File: src/rtl/ov7670_config_sequencer_if.sv
// Host-side bus between the OV7670 configuration sequencer and the SCCB master.
interface ov7670_config_sequencer_if;
  logic        o_usher;
  logic [7:0]  o_address;
  logic [7:0]  o_subaddress;
  logic [7:0]  o_data;
  logic [1:0]  o_mode;
  logic [15:0] o_prescaler;
  logic        i_sccb_busy;

  modport master (
    output o_usher,
    output o_address,
    output o_subaddress,
    output o_data,
    output o_mode,
    output o_prescaler,
    input  i_sccb_busy
  );

  modport slave (
    input  o_usher,
    input  o_address,
    input  o_subaddress,
    input  o_data,
    input  o_mode,
    input  o_prescaler,
    output i_sccb_busy
  );
endinterface

File: src/rtl/ov7670_config_sequencer.sv
// Walks an external init ROM and issues one SCCB 3-phase write per entry.
// Optional: define SEQ_TIMEOUT_EN to add a watchdog on the SCCB busy handshake.
module ov7670_config_sequencer #(
  parameter logic [7:0]  SLAVE_ADDR     = 8'h42,
  parameter logic [15:0] PRESCALER      = 16'd125,
  parameter int unsigned ROM_AW         = 8,
  parameter int unsigned POWERUP_CYCLES = 100000,
  parameter int unsigned DELAY_CYCLES   = 1000000,
  parameter int unsigned GAP_CYCLES     = 250,
  parameter int unsigned TIMEOUT_CYCLES = 65535
) (
  input  logic                      clk,
  input  logic                      rst,
  input  logic                      i_start,
  output logic                      o_busy,
  output logic                      o_done,
  output logic                      o_error,
  output logic [ROM_AW-1:0]         o_rom_addr,
  input  logic [15:0]               i_rom_data,
  output logic [ROM_AW:0]           o_write_count,
  ov7670_config_sequencer_if.master sccb
);

  localparam logic [15:0] ENTRY_END = 16'hFFFF;
  localparam logic [15:0] ENTRY_DLY = 16'hFFF0;

  // One shared down-time counter, sized for the longest wait it has to cover.
  localparam int unsigned MAX_AB  = (POWERUP_CYCLES > DELAY_CYCLES) ? POWERUP_CYCLES : DELAY_CYCLES;
  localparam int unsigned MAX_CD  = (GAP_CYCLES > TIMEOUT_CYCLES) ? GAP_CYCLES : TIMEOUT_CYCLES;
  localparam int unsigned CNT_MAX = (MAX_AB > MAX_CD) ? MAX_AB : MAX_CD;
  localparam int unsigned CNT_W   = (CNT_MAX < 2) ? 1 : $clog2(CNT_MAX + 1);
  localparam int unsigned WC_W    = ROM_AW + 1;

  localparam logic [CNT_W-1:0]  PWR_LAST  = CNT_W'(POWERUP_CYCLES - 1);
  localparam logic [CNT_W-1:0]  DLY_LAST  = CNT_W'(DELAY_CYCLES - 1);
  localparam logic [CNT_W-1:0]  GAP_LAST  = CNT_W'(GAP_CYCLES - 1);
`ifdef SEQ_TIMEOUT_EN
  localparam logic [CNT_W-1:0]  TO_LAST   = CNT_W'(TIMEOUT_CYCLES - 1);
`endif
  localparam logic [ROM_AW-1:0] ADDR_LAST = '1;
  localparam logic [ROM_AW:0]   WC_MAX    = {1'b1, {ROM_AW{1'b0}}};

  typedef enum logic [3:0] {
    S_IDLE, S_POWERUP, S_FETCH, S_DECODE, S_ISSUE, S_WAIT_HI,
    S_WAIT_LO, S_GAP, S_DELAY, S_DONE, S_ERROR
  } state_t;

  state_t              r_state, w_state_nxt;
  logic [CNT_W-1:0]    r_cnt, w_cnt_nxt;
  logic [ROM_AW-1:0]   r_rom_addr, w_rom_addr_nxt;
  logic [7:0]          r_sub, w_sub_nxt;
  logic [7:0]          r_data, w_data_nxt;
  logic [ROM_AW:0]     r_wcount, w_wcount_nxt;
  logic                r_usher, w_usher_nxt;
  logic                r_busy, w_busy_nxt;
  logic                r_done, w_done_nxt;
  logic                r_error, w_error_nxt;
  logic                w_last_addr;

  assign w_last_addr = (r_rom_addr == ADDR_LAST);

  // State register and registered outputs.
  always_ff @(posedge clk) begin
    if (rst) begin
      r_state    <= S_IDLE;
      r_cnt      <= '0;
      r_rom_addr <= '0;
      r_sub      <= '0;
      r_data     <= '0;
      r_wcount   <= '0;
      r_usher    <= 1'b0;
      r_busy     <= 1'b0;
      r_done     <= 1'b0;
      r_error    <= 1'b0;
    end else begin
      r_state    <= w_state_nxt;
      r_cnt      <= w_cnt_nxt;
      r_rom_addr <= w_rom_addr_nxt;
      r_sub      <= w_sub_nxt;
      r_data     <= w_data_nxt;
      r_wcount   <= w_wcount_nxt;
      r_usher    <= w_usher_nxt;
      r_busy     <= w_busy_nxt;
      r_done     <= w_done_nxt;
      r_error    <= w_error_nxt;
    end
  end

  // Next-state and next-output logic.
  always_comb begin
    w_state_nxt    = r_state;
    w_cnt_nxt      = '0;
    w_rom_addr_nxt = r_rom_addr;
    w_sub_nxt      = r_sub;
    w_data_nxt     = r_data;
    w_wcount_nxt   = r_wcount;
    w_usher_nxt    = 1'b0;
    w_error_nxt    = r_error;

    unique case (r_state)
      S_IDLE, S_ERROR: begin
        if (i_start) begin
          w_state_nxt    = S_POWERUP;
          w_rom_addr_nxt = '0;
          w_wcount_nxt   = '0;
          w_error_nxt    = 1'b0;
        end
      end
      S_POWERUP: begin
        w_cnt_nxt = r_cnt + CNT_W'(1);
        if (r_cnt == PWR_LAST) w_state_nxt = S_FETCH;
      end
      S_FETCH: w_state_nxt = S_DECODE;
      S_DECODE: begin
        if (i_rom_data == ENTRY_END) begin
          w_state_nxt = S_DONE;
        end else if (i_rom_data == ENTRY_DLY) begin
          if (w_last_addr) begin
            w_state_nxt = S_ERROR;
            w_error_nxt = 1'b1;
          end else begin
            w_rom_addr_nxt = r_rom_addr + ROM_AW'(1);
            w_state_nxt    = S_DELAY;
          end
        end else begin
          w_sub_nxt   = i_rom_data[15:8];
          w_data_nxt  = i_rom_data[7:0];
          w_state_nxt = S_ISSUE;
        end
      end
      // Hold off the request while the master is still finishing something else.
      S_ISSUE: begin
        if (!sccb.i_sccb_busy) begin
          w_usher_nxt = 1'b1;
          w_state_nxt = S_WAIT_HI;
        end
      end
      S_WAIT_HI: begin
`ifdef SEQ_TIMEOUT_EN
        w_cnt_nxt = r_cnt + CNT_W'(1);
`endif
        if (sccb.i_sccb_busy) begin
          w_state_nxt = S_WAIT_LO;
`ifdef SEQ_TIMEOUT_EN
        end else if (r_cnt == TO_LAST) begin
          w_state_nxt = S_ERROR;
          w_error_nxt = 1'b1;
`endif
        end
      end
      S_WAIT_LO: begin
`ifdef SEQ_TIMEOUT_EN
        w_cnt_nxt = r_cnt + CNT_W'(1);
`endif
        if (!sccb.i_sccb_busy) begin
          if (r_wcount != WC_MAX) w_wcount_nxt = r_wcount + WC_W'(1);
          if (w_last_addr) begin
            w_state_nxt = S_ERROR;
            w_error_nxt = 1'b1;
          end else begin
            w_rom_addr_nxt = r_rom_addr + ROM_AW'(1);
            w_state_nxt    = S_GAP;
          end
`ifdef SEQ_TIMEOUT_EN
        end else if (r_cnt == TO_LAST) begin
          w_state_nxt = S_ERROR;
          w_error_nxt = 1'b1;
`endif
        end
      end
      S_GAP: begin
        w_cnt_nxt = r_cnt + CNT_W'(1);
        if (r_cnt == GAP_LAST) w_state_nxt = S_FETCH;
      end
      S_DELAY: begin
        w_cnt_nxt = r_cnt + CNT_W'(1);
        if (r_cnt == DLY_LAST) w_state_nxt = S_FETCH;
      end
      S_DONE:  w_state_nxt = S_IDLE;
      default: w_state_nxt = S_IDLE;
    endcase

    // Every wait starts counting from zero on entry.
    if (w_state_nxt != r_state) w_cnt_nxt = '0;

    w_busy_nxt = (w_state_nxt != S_IDLE) && (w_state_nxt != S_ERROR);
    w_done_nxt = (w_state_nxt == S_DONE);
  end

  assign o_busy            = r_busy;
  assign o_done            = r_done;
  assign o_error           = r_error;
  assign o_rom_addr        = r_rom_addr;
  assign o_write_count     = r_wcount;
  assign sccb.o_usher      = r_usher;
  assign sccb.o_address    = SLAVE_ADDR;
  assign sccb.o_subaddress = r_sub;
  assign sccb.o_data       = r_data;
  assign sccb.o_mode       = 2'b00;
  assign sccb.o_prescaler  = PRESCALER;

endmodule
File: src/flat_wrapper.sv
// flat-port wrapper written by rule: the top's interface ports become plain ports
module ov7670_config_sequencer_flat 
#(
  parameter logic [7:0]  SLAVE_ADDR     = 8'h42,
  parameter logic [15:0] PRESCALER      = 16'd125,
  parameter int unsigned ROM_AW         = 8,
  parameter int unsigned POWERUP_CYCLES = 100000,
  parameter int unsigned DELAY_CYCLES   = 1000000,
  parameter int unsigned GAP_CYCLES     = 250,
  parameter int unsigned TIMEOUT_CYCLES = 65535
)
  (clk, rst, i_start, o_busy, o_done, o_error, o_rom_addr, i_rom_data, o_write_count, sccb_o_usher, sccb_o_address, sccb_o_subaddress, sccb_o_data, sccb_o_mode, sccb_o_prescaler, sccb_i_sccb_busy);
  ov7670_config_sequencer_if sccb_i ();
  input  logic clk;
  input  logic rst;
  input  logic i_start;
  output logic o_busy;
  output logic o_done;
  output logic o_error;
  output logic [ROM_AW-1:0] o_rom_addr;
  input  logic [15:0] i_rom_data;
  output logic [ROM_AW:0] o_write_count;
  output wire logic [$bits(sccb_i.o_usher)-1:0] sccb_o_usher;
  output wire logic [$bits(sccb_i.o_address)-1:0] sccb_o_address;
  output wire logic [$bits(sccb_i.o_subaddress)-1:0] sccb_o_subaddress;
  output wire logic [$bits(sccb_i.o_data)-1:0] sccb_o_data;
  output wire logic [$bits(sccb_i.o_mode)-1:0] sccb_o_mode;
  output wire logic [$bits(sccb_i.o_prescaler)-1:0] sccb_o_prescaler;
  input wire logic [$bits(sccb_i.i_sccb_busy)-1:0] sccb_i_sccb_busy;
  assign sccb_o_usher = sccb_i.o_usher;
  assign sccb_o_address = sccb_i.o_address;
  assign sccb_o_subaddress = sccb_i.o_subaddress;
  assign sccb_o_data = sccb_i.o_data;
  assign sccb_o_mode = sccb_i.o_mode;
  assign sccb_o_prescaler = sccb_i.o_prescaler;
  assign sccb_i.i_sccb_busy = sccb_i_sccb_busy;
  ov7670_config_sequencer #(.SLAVE_ADDR(SLAVE_ADDR), .PRESCALER(PRESCALER), .ROM_AW(ROM_AW), .POWERUP_CYCLES(POWERUP_CYCLES), .DELAY_CYCLES(DELAY_CYCLES), .GAP_CYCLES(GAP_CYCLES), .TIMEOUT_CYCLES(TIMEOUT_CYCLES)) u_core (.clk(clk), .rst(rst), .i_start(i_start), .o_busy(o_busy), .o_done(o_done), .o_error(o_error), .o_rom_addr(o_rom_addr), .i_rom_data(i_rom_data), .o_write_count(o_write_count), .sccb(sccb_i));
endmodule
File: config.mk
export PLATFORM = sky130hd
export DESIGN_NAME = ov7670_config_sequencer_flat
export DESIGN_NICKNAME = d
export VERILOG_FILES = /design/src/rtl/ov7670_config_sequencer_if.sv /design/src/rtl/ov7670_config_sequencer.sv /design/src/flat_wrapper.sv
export SDC_FILE = /design/constraint.sdc
export NUM_CORES = 1
export LEC_CHECK = 0
export ABC_AREA = 1
export ABC_CLOCK_PERIOD_IN_PS = 2330
export BUFFER_PORTS_ARGS = -buffer_cell sky130_fd_sc_hd__buf_2
export CAP_MARGIN = 0
export CELL_PAD_IN_SITES_DETAIL_PLACEMENT = 1
export CELL_PAD_IN_SITES_GLOBAL_PLACEMENT = 1
export CORE_MARGIN = 2
export CORE_UTILIZATION = 25
export CTS_CLUSTER_DIAMETER = 80
export DETAILED_ROUTE_END_ITERATION = 16
export PLACE_DENSITY_LB_ADDON = 0.08
export SLEW_MARGIN = 30
export SYNTH_ARGS = -nofsm -noshare
export SYNTH_HDL_FRONTEND = slang
export SYNTH_SLANG_ARGS = --single-unit
File: constraint.sdc
create_clock -name clk -period 2.33 [get_ports clk]
set_clock_uncertainty 0.2 [all_clocks]
set_input_delay 0 -clock clk [delete_from_list [all_inputs] [get_ports clk]]
set_output_delay 0 -clock clk [all_outputs]
set_load 0.05 [all_outputs]
==> results.tsv <==
metric	value	unit
maxSlewViolCount	0	
max_freq	476	MHz
drv_cap	0	
power.total	2890	uW
crit_path_end_kind	flip-flop	
synth_area	3680	sq um
final_area	4680	sq um
drt_iter0_drc	82	
power.internal	2130	uW
io_buffers	56	
route.detailed.drc	0	
arrival	2.19	ns
p_comb_frac	0.111	
rows	44	
core	14500	sq um
grt_util_met2	0.233	
num-nets-final	648	
worstReg2RegEnd	u_core.r_cnt[0]	
clock_sinks	61	
start_kind	flip-flop	
postSynthCellCount	539	
final_cell_mix	nand2_1, nor2_1, dfxtp_1, inv_1, buf_2	
outcome	completed	
track_usage	0.145	
min_path_cells	1	
gr-total-overflow	0	
fill_cells	1843	
avgRoutedWirePerCell	13.5	um
met1_usage	0.191	
clockBufferDepth	2	
drive_above_1_share	0.218	
cts_tree	done	
ys_seq_elements	61	
gp_congestion	0.825	
grt_use_met3	0.0252	
via_count	3551	
p_sw_frac	0.262	
seq_power_share	0.369	
viasPerCell	4.37	
grt_pass1_vias	3644	
place_area	4110	sq um
hold_viol_final	0	
holdPathEnd	u_core.r_cnt[0]	
layout_commonest_cell	nand2_1	
cts.reportedPaths.clkPinSlew	0.06	ns
dp_hpwl	8230	um
finalSetupViolCount	0	
min_period_over_period	0.902	
reg2reg_depth	11	
worstHoldStart	u_core.r_cnt[0]	
start_util	0.254	
antenna_left	0	
cp.required	2.41	ns
antenna_found_initial	0	
cp_max_fo	10	
root_buffer	clkbuf_16	
netlist.area_leader.share	0.332	
diodes	0	
synthFlopType	dfxtp_1	
async_reset_ff_frac	0	
final.setup.tns	0	ns
p_sw	758	uW
crit_type	reg -> reg	
synthDistinctLibCells	32	
h-tree-depth	3	
period_minus_slack	2.10	ns
yosysTopAreaCell	dfxtp_1	
die_w	125	um
utilization	0.323	
insertion_delay	0.35	ns
cts_setup_buffers	0	
clock_power_share	0.519	
drt_pre_antenna_iters	4	
synth_seq_area_share	0.332	
reg2reg_from	u_core.r_state[2]	
grt_pass1_wl	18300	um
power_density	618	nW/um^2
area_delta_synth_final	27.0	%
dp_slack	0.161	ns
dieArea	15700	sq um
cts_buffers	9	
avgSynthCellArea	6.83	sq um
grt_max_degree	35	
worst_slack	0.228	ns
drt-total-wl	10900	um
cellLeakagePower	0.00201	uW
ir_drop	0.000265	V
synth_edf_count	0	
grt.busiest_layer	met2	
netlist_top_cells_area	dfxtp_1, nand2_1, nor2_1	
rsz0062_at_grt	no	
ys_warn_count	0	
r2r_slack	0.23	ns
fp.dieH	125	um
hold_class	reg -> reg	
ios	83	
==> metal layers <==
metal  share of wire  vias to the layer above  routed length (um)
li1                -                     1816                   -
met1            0.50                     1657                5470
met2            0.45                       66                4910
met3           0.031                       12                 340
met4           0.020                        0                 221
met5               0                        -                   0
==> sequential cells by signal, indices dropped and copies added, names as in the netlist <==
register	cells
u_core.sccb.o_subaddress	8
u_core.o_done	1
u_core.r_state	4
u_core.o_error	1
u_core.o_rom_addr	8
u_core.sccb.o_usher	1
u_core.r_cnt	20
u_core.o_write_count	9
u_core.sccb.o_data	8
u_core.o_busy	1
==> worst max path at each step <==
stage	startpoint	endpoint	slack, ns	cells past startpoint
5_1_grt	u_core.r_cnt[1]	u_core.r_cnt[2]	0.001	13
4_1_cts	u_core.r_cnt[0]	u_core.r_cnt[13]	0.15	13
3_3_place_gp	u_core.o_rom_addr[1]	u_core.o_rom_addr[0]	0.22	9
2_1_floorplan	u_core.o_rom_addr[1]	u_core.r_cnt[15]	0.11	10
3_5_place_dp	u_core.r_cnt[0]	u_core.r_cnt[15]	0.16	13
6_report	u_core.r_state[2]	u_core.r_cnt[0]	0.23	11
==> per-stage QoR <==
stage	instances	hold WS (ns)
after floorplan	563	-0.0353
after global placement	776	0.0902
after detailed placement	776	0.0957
after CTS	811	0.263
after global routing	812	0.260
final	812	0.243
==> kinds of logic (layout without fill, tap and decap cells) <==
| family | count (synthesis) | in the layout | synth area share |
|---|---|---|---|
| compound gates | 40 | 40 | 0.0612 |
| buf+inv | 98 | 163 | 0.133 |
| fa+ha+maj | 5 | 5 | 0.0170 |
| xor+xnor | 30 | 30 | 0.0714 |
| simple gates | 303 | 303 | 0.384 |
| flops | 61 | 61 | 0.332 |
| other cells | 2 | 26 | 0.00204 |
==> critical path, stage by stage (launching register included) <==
cell and delay [ns]:
dfxtp_1 0.40, inv_1 0.10, nor2_2 0.25, nand2_4 0.17, clkinv_2 0.11, nand3_1 0.08, o21ai_1 0.11, nor2_1 0.08
nand3_1 0.08, nand3_2 0.14, clkbuf_16 0.22, nor2_2 0.08
==> synthesized netlist by cell type, types with 3 or more instances <==
cell,count
nand4_1,16
dfxtp_1,61
nand2_4,3
xnor2_1,10
nand3_1,46
ha_1,5
a21oi_1,31
clkbuf_1,5
xor2_1,20
nor2_1,65
nor2_2,27
nand3_2,3
buf_4,27
buf_2,3
o21ai_0,4
nor3_1,5
nand2_2,3
nor3_2,3
inv_2,4
inv_1,56
nand2_1,126
==> power by group through the flow <==
stage	registers (uW)	logic, uW	clock network, uW
final	1070	322	1500
after global placement	1090	291	0
after detailed placement	1090	293	0
after global routing	1070	348	1590
after floorplan	1110	238	0
after CTS	1070	318	1550
==> repair_timing <==
action                                 CTS  global route
resized for setup                        0             5
setup endpoints to repair                0            20
endpoints found under the hold margin   25             0
hold buffers                            19             0
==> layout make-up <==
class	instances	area, sq um	share of cell area
clock buffers	11	253	0.0541
clock inverters	5	82.6	0.0177
inverters	61	230	0.0492
multi-input cells	404	2070	0.444
flip-flops and latches	61	1220	0.261
well taps	184	230	0.0492
repair buffers	86	583	0.125
No activity file was read; power rests on OpenSTA's default activity.
